--- config.mk ---
export PLATFORM = sky130hd
export DESIGN_NAME = alu_seq
export DESIGN_NICKNAME = d
export VERILOG_FILES = /design/src/rtl/alu_seq.sv
export SDC_FILE = /design/constraint.sdc
export NUM_CORES = 1
export LEC_CHECK = 0
export ABC_AREA = 1
export BUFFER_PORTS_ARGS = -buffer_cell sky130_fd_sc_hd__buf_2
export CAP_MARGIN = 20
export CORE_MARGIN = 2
export CORE_UTILIZATION = 40
export DETAILED_ROUTE_END_ITERATION = 8
export GPL_TIMING_DRIVEN = 0
export MAX_ROUTING_LAYER = met4
export SYNTH_ARGS = -nofsm -noshare
export SYNTH_HDL_FRONTEND = slang
export SYNTH_SLANG_ARGS = --single-unit
--- constraint.sdc ---
create_clock -name clk -period 2.1 [get_ports clk]
set_input_delay 0.105 -clock clk [delete_from_list [all_inputs] [get_ports clk]]
set_output_delay 0.105 -clock clk [all_outputs]
set_load 0.01 [all_outputs]
--- src/rtl/alu_seq.sv ---
// Registered ALU with valid/ready handshake; single-cycle ops take 1 cycle, MUL is shift-add taking WIDTH+1 cycles.
// Result is held in DONE until taken; in_ready follows out_ready there so a new op can chain with no bubble.
module alu_seq #(
    parameter int WIDTH = 4,
    parameter int SW    = $clog2(WIDTH)
) (
    input  logic             clk,
    input  logic             rst,
    input  logic             in_valid,
    output logic             in_ready,
    input  logic [2:0]       oc,
    input  logic [WIDTH-1:0] a,
    input  logic [WIDTH-1:0] b,
    output logic             out_valid,
    input  logic             out_ready,
    output logic [WIDTH-1:0] out,
    output logic             carry,
    output logic             zero
);

    localparam int CW = $clog2(WIDTH + 1);
    localparam logic [CW-1:0] LP_CNT = CW'(WIDTH);
    localparam logic [SW:0]   LP_WS  = (SW + 1)'(WIDTH);

    typedef enum logic [1:0] {S_IDLE, S_EXEC, S_DONE} state_t;
    typedef enum logic [2:0] {
        OP_ADD = 3'b000, OP_SUB = 3'b001, OP_AND = 3'b010, OP_OR  = 3'b011,
        OP_XOR = 3'b100, OP_NOT = 3'b101, OP_SHL = 3'b110, OP_MUL = 3'b111
    } op_t;

    state_t r_state, w_state_n;

    logic [WIDTH-1:0]   r_out;
    logic               r_carry;
    logic               r_zero;
    logic [2*WIDTH-1:0] r_acc;
    logic [2*WIDTH-1:0] r_mcand;
    logic [WIDTH-1:0]   r_mplier;
    logic [CW-1:0]      r_cnt;

    logic               w_accept;
    logic               w_is_mul;
    logic [WIDTH:0]     w_sum;
    logic [WIDTH:0]     w_diff;
    logic [WIDTH:0]     w_shl_wide;
    logic               w_shl_big;
    logic [WIDTH-1:0]   w_alu_out;
    logic               w_alu_carry;
    logic [2*WIDTH-1:0] w_acc_add;

    assign w_accept = in_valid && in_ready;
    assign w_is_mul = (oc == OP_MUL);

    assign w_sum      = {1'b0, a} + {1'b0, b};
    assign w_diff     = {1'b0, a} - {1'b0, b};
    assign w_shl_wide = {1'b0, a} << b;
    // b >= WIDTH: any bit above the shift field, or a field value past WIDTH when WIDTH is not a power of two
    assign w_shl_big  = (|(b >> SW)) || ({1'b0, b[SW-1:0]} >= LP_WS);

    always_comb begin
        w_alu_out   = '0;
        w_alu_carry = 1'b0;
        case (oc)
            OP_ADD: begin
                w_alu_out   = w_sum[WIDTH-1:0];
                w_alu_carry = w_sum[WIDTH];
            end
            OP_SUB: begin
                w_alu_out   = w_diff[WIDTH-1:0];
                w_alu_carry = w_diff[WIDTH];
            end
            OP_AND: w_alu_out = a & b;
            OP_OR:  w_alu_out = a | b;
            OP_XOR: w_alu_out = a ^ b;
            OP_NOT: w_alu_out = ~a;
            OP_SHL: begin
                w_alu_out   = w_shl_big ? '0 : w_shl_wide[WIDTH-1:0];
                w_alu_carry = w_shl_wide[WIDTH];
            end
            default: begin
                w_alu_out   = '0;
                w_alu_carry = 1'b0;
            end
        endcase
    end

    assign w_acc_add = r_mplier[0] ? (r_acc + r_mcand) : r_acc;

    always_ff @(posedge clk or posedge rst) begin
        if (rst) begin
            r_state <= S_IDLE;
        end else begin
            r_state <= w_state_n;
        end
    end

    always_comb begin
        w_state_n = r_state;
        in_ready  = 1'b0;
        out_valid = 1'b0;
        case (r_state)
            S_IDLE: begin
                in_ready = !rst;
                if (w_accept) begin
                    w_state_n = w_is_mul ? S_EXEC : S_DONE;
                end
            end
            S_EXEC: begin
                if (r_cnt == '0) begin
                    w_state_n = S_DONE;
                end
            end
            S_DONE: begin
                out_valid = 1'b1;
                in_ready  = out_ready && !rst;
                if (out_ready) begin
                    if (w_accept) begin
                        w_state_n = w_is_mul ? S_EXEC : S_DONE;
                    end else begin
                        w_state_n = S_IDLE;
                    end
                end
            end
            default: w_state_n = S_IDLE;
        endcase
    end

    always_ff @(posedge clk or posedge rst) begin
        if (rst) begin
            r_out    <= '0;
            r_carry  <= 1'b0;
            r_zero   <= 1'b0;
            r_acc    <= '0;
            r_mcand  <= '0;
            r_mplier <= '0;
            r_cnt    <= '0;
        end else if (w_accept) begin
            if (w_is_mul) begin
                r_acc    <= '0;
                r_mcand  <= {{WIDTH{1'b0}}, a};
                r_mplier <= b;
                r_cnt    <= LP_CNT;
            end else begin
                r_out   <= w_alu_out;
                r_carry <= w_alu_carry;
                r_zero  <= (w_alu_out == '0);
            end
        end else if (r_state == S_EXEC) begin
            if (r_cnt != '0) begin
                r_acc    <= w_acc_add;
                r_mcand  <= r_mcand << 1;
                r_mplier <= r_mplier >> 1;
                r_cnt    <= r_cnt - CW'(1);
            end else begin
                // zero looks only at the low half; a non-zero high half is reported through carry
                r_out   <= r_acc[WIDTH-1:0];
                r_carry <= |r_acc[2*WIDTH-1:WIDTH];
                r_zero  <= (r_acc[WIDTH-1:0] == '0);
            end
        end
    end

    assign out   = r_out;
    assign carry = r_carry;
    assign zero  = r_zero;

endmodule

# After elaboration in Yosys (flattened, before gate mapping)
# Cells that the tools add are included.
# classes
n_shift	1
div_mod_pow	0
mul	0
bitwise_logic	4
n_eq_ne	15
n_lt_le_gt_ge	0
addsub	4
n_reduce_logical	18
mux	40
# ops
cell	n
$mux 8	9
$mux 4	9
$pmux 4 s7	1
$eq 3x3->1 const B	4
$mux 3	4
$mux 2	5
$ne 2x2->1 const B	5
$mux 1	9
$reduce_and 3->1	3
$add 8x8->8	1
$logic_not 4->1	2
$eq 3x2->1 const B	2
$logic_not 3->1	2
$pmux 2 s3	1
$reduce_bool 2->1	3
$add 4x4->5	1
$shl 4x4->5	1
$sub 4x4->5	1
$and 4x4->4	1
$not 4->4	1
$or 4x4->4	1
$reduce_and 4->1	1
$reduce_or 4->1	1
$xor 4x4->4	1
12 further kinds	13
# word_totals
input_bits	15
latchBits	0
mem_bits_ro	0
ramBits	0
regBits	31
output_inout_bits	8
memories	0

# Logic depth before layout (Yosys ltp)
# logic_depth
word_depth	7
mapped_depth	13

# Worst setup path before layout
# OpenSTA, ideal clock, no wires.
# synth_path
path_kind	register to register
start	register r_acc[0]
end	register r_acc[6]
stages_incl_launch_ff	11
n_path_buf	0
path_slack_ps	455
t_arrival_ps	1519
setup_ps	126
synth_period_minus_slack_ps	1645
cell_sequence	dfrtp_1 ha_1 fa_1 nand3_1 nand2_1 nand2_1 nand2_1 a21oi_1 nand2_1 nand2_1 o21ai_0
# synth_via
elab_chain_len	5
# synth_rtl
element	line	rtl
start: declaration	36	logic [2*WIDTH-1:0] r_acc;
start signal: assignment	150	r_acc <= w_acc_add;
$add 8x8->8	87	assign w_acc_add = r_mplier[0] ? (r_acc + r_mcand) : r_acc;
$mux 8	87	
$mux 8	149	if (r_cnt != '0) begin
$mux 8	148	end else if (r_state == S_EXEC) begin
$mux 8	137	end else if (w_accept) begin
# No other way between the ends. The select of a mux whose other input is x is not followed.
# A chain may end at the register's enable or synchronous reset.

# Final worst setup path
# layout_path
start	register r_mcand[0]
end	register r_acc[6]
# layout_via
elab_chain_len	5
# layout_rtl
element	line	rtl
start: declaration	37	logic [2*WIDTH-1:0] r_mcand;
start signal: assignment	140	r_mcand <= {{WIDTH{1'b0}}, a};
start signal: assignment	151	r_mcand <= r_mcand << 1;
$add 8x8->8	87	
$mux 8	87	
$mux 8	149	
$mux 8	148	
$mux 8	137	
# No other way between the ends. The select of a mux whose other input is x is not followed.

==> results summary <==
The flow ran to the end, and the final reports show no timing, DRC or antenna violations. The tightest slew margin relative to the limit came out at 0.560. Routability-driven placement finished with a final weighted congestion of 0.907.

The total CTS buffers came out at 5. The accumulated negative setup slack is 0 ns. The worst path meets setup with 0.308 ns of slack. The H-tree depth came out at 2. After detailed routing, the total wire length is 5820 um. The main flop type after synthesis is dfrtp_1. The clock-pin slew on the worst setup and hold paths came out at 0.07 ns.

The leakage power of the design is 1.46 nW. In this run the remaining antenna-violating nets after routing total 0. The die width is 82.5 um.

VDD sags by at most 518 uV. The highest fanout seen on the critical path is 3. The worst setup path is captured at a flip-flop. The worst path needs 1.79 ns of the cycle, external delays included. On the critical path, the stage with the largest delay is an instance of dfrtp_1.

The number of antenna violations at the first check in global routing came out at 0. The net count after synthesis is 384. The via count of the first global-routing pass came to 2159. The reg2reg setup slack is 0.31 ns. The tightest hold margin came out at 0.137 ns. The kind of path behind the tightest hold check is in -> reg. The post-route non-filler standard cell count came out at 447. In this run, placement finished with an instance count of 439. The number of clock sinks is 31. The clock latency on the worst-skew pair came out at 0.28 ns.

STA classifies the critical path startpoint as a flip-flop. The mean area per synthesized cell is 7.16 um^2. The initial detailed-routing violation count came out at 61. The die boundary height is 82.5 um. The proportion of layout cells with a drive suffix above 1 came out at 0.134. The total via count after detailed routing came out at 2214.

Timing analysis after detailed placement gives a worst setup slack of 0.120 ns. The share of the cycle needed by the critical path after routing is 0.853. The total congestion overflow is 0. The number of max-cap violations is 0. The netlist uses 31 different library cells. The layout overhead on the synthesized area is 12.8%.

The first global-routing pass estimated 10000 um of wire. The repair_antennas step left the layout with diodes totalling 0. The number of failing hold endpoints at the final stage came out at 0. The number of storage elements in the synthesis netlist is 31. The mapped cell area is 0.00246 mm^2. The library cell used most frequently in the layout, excluding fill and tap cells, is nand2_1. The layout has 607 filler cells. In the routed design, unresolved DRC markers number 0. In the layout the commonest cells are nand2_1, inv_1, dfrtp_1, nor2_1, nand3_1.

The most common cell type on the critical path is nand2_1. The per-cell via count in the routed design is 4.95. For this design the top-level I/O count stands at 23. Entering global routing, the biggest net connects 18 pins. Setup repair after global routing left no endpoint under its margin. Counting flops with an async set or reset pin after synthesis yields a share of 1.00. The quantity of I/O buffers inserted on ports is 19.

Counting every instance in the synthesized netlist gives 344. At the pin with the least slew margin, the transition time is 0.659 ns. The detailed-placement wirelength estimate is 4650 um. The critical path is of the reg -> reg type. In the final routed layout, each cell accounts on average for 13.0 um. The final net count is 412. In this run, synthesis inferred 0 flip-flops with an integrated enable. The total die area came out at 0.00680 mm^2. The final setup violation count came out at 0. The worst-case clock buffer depth is 2. The tree is rooted in a clkbuf_8. The post-CTS setup repair buffer count came out at 0. The sequential element share of the synthesized area came out at 0.315. The placeable core region is 0.00592 mm^2. The data arrival time of the critical path came out at 1.96 ns. The TritonCTS clock tree is done. Dividing total power by cell area gives a power density of 1040 mW/mm^2. The number of synthesis warnings is 0. The worst clock skew came out at 0.00399 ns. Before antenna repair, the detailed router went through 4 iterations.

Summing all flip-flop and latch instances after layout gives 776 um^2. The delay of the slowest critical-path stage is 0.42 ns. The required time at the worst-slack endpoint came out at 2.26 ns. The number of pins exceeding their max-slew limit in the final report was 0. The area occupied by multi-input gates came out at 0.00144 mm^2. Based on the critical path, the design can be clocked at up to 0.558 GHz. The aggregate global-route resource usage came out at 0.199. For this configuration, the core starts out at a cell density of 0.416. The floorplan has 28 rows.

The signal on the critical path passes through ha_1 > fa_1 > nand3_1 > nand2_1 > nand2_1 > nand2_1 > a21oi_1 > nand2_1 > nand2_1 > o21ai_0.
==> Yosys cell counts, types with 2 or more instances <==
library cell | count | area (um^2)
nand4_1 | 3 | 18.8
nor2_1 | 29 | 109
nor3_1 | 7 | 35.0
xnor2_1 | 3 | 26.3
buf_4 | 5 | 37.5
o21ai_0 | 16 | 80.1
a31oi_1 | 4 | 25.0
nand2_1 | 95 | 357
inv_4 | 2 | 12.5
nand3_4 | 2 | 35.0
inv_1 | 45 | 169
ha_1 | 22 | 275
o21ai_1 | 4 | 20.0
o211ai_1 | 2 | 15.0
nor2_4 | 3 | 33.8
fa_1 | 3 | 60.1
o22ai_1 | 4 | 25.0
nand3_1 | 24 | 120
a21oi_1 | 23 | 115
inv_2 | 7 | 26.3
dfrtp_1 | 31 | 776
==> critical path, delay by kind of cell, from the launching register on <==
kind | cells | cell delay (ns)
adders and majority gates | 2 | 0.63
and+or+nand+nor | 6 | 0.41
DFF | 1 | 0.42
AOI/OAI and AO/OA | 2 | 0.21
==> power by group <==
| group | switching [mW] | internal (mW) |
|---|---|---|
| clock network | 0.218 | 0.257 |
| registers | 0.205 | 0.869 |
| logic | 0.799 | 0.536 |
==> cell type report <==
type                       instances  share of cell area
buffer                             6              0.0153
clock buffer                       6              0.0297
clock inverter                     1             0.00180
inverter                          54              0.0748
multi-input combinational        253               0.517
sequential                        31               0.279
tap                               75              0.0338
timing repair buffer              21              0.0478
==> layer usage <==
| layer | global-route usage | up-vias | share of wire |
|---|---|---|---|
| li1 | - | 1164 | - |
| met1 | 0.266 | 996 | 0.48 |
| met2 | 0.314 | 48 | 0.46 |
| met3 | 0.0348 | 6 | 0.044 |
| met4 | 0.0500 | 0 | 0.012 |
| met5 | - | - | 0 |
==> registers in the layout, summed over array words and instances (netlist names) <==
name and flops:
carry 1, out 4, r_acc 8, r_cnt 3, r_mcand 8, r_mplier 4, r_state 2, zero 1
==> path summary, 6_finish.rpt <==
path	end	cells after the start	start
max	r_acc[6]$_DFFE_PP0P_	10	r_mcand[0]$_DFFE_PP0P_
min	r_mplier[1]$_DFFE_PP0P_	3	b[1]
max reg2reg	r_acc[6]$_DFFE_PP0P_	10	r_mcand[0]$_DFFE_PP0P_
min reg2reg	carry$_DFFE_PP0P_	2	carry$_DFFE_PP0P_
max in group asynchronous	out[3]$_DFFE_PP0P_	4	rst
min in group asynchronous	r_state[1]$_DFFE_PP0P_	3	rst
==> kinds of logic (layout without fill, tap and decap cells) <==
family                   after synthesis  count (layout)  synth area share
AND/OR/NAND/NOR                      168             168             0.310
flip-flops                            31              31             0.315
XOR/XNOR                               4               4            0.0142
AO/OA/AOI/OAI                         56              56             0.123
adder cells (fa/ha/maj)               25              25             0.136
buffers and inverters                 60              88             0.102
==> timing repair <==
action / 4_1_cts / 5_1_grt
hold buffers: 1 / 0
endpoints found under the hold margin: 14 / 0
endpoints found under the setup margin: 0 / 0
gates resized for setup: 0 / 0
==> stage by stage <==
step,cell area (um^2),utilization,total power [mW]
CTS,2780,0.469,2.92
global route,2780,0.469,3.21
global placement,2650,0.448,2.39
finish,2780,0.469,2.88
detailed placement,2680,0.452,2.42
floorplan,2460,-,2.06
Power figures use the tool's default switching activity.
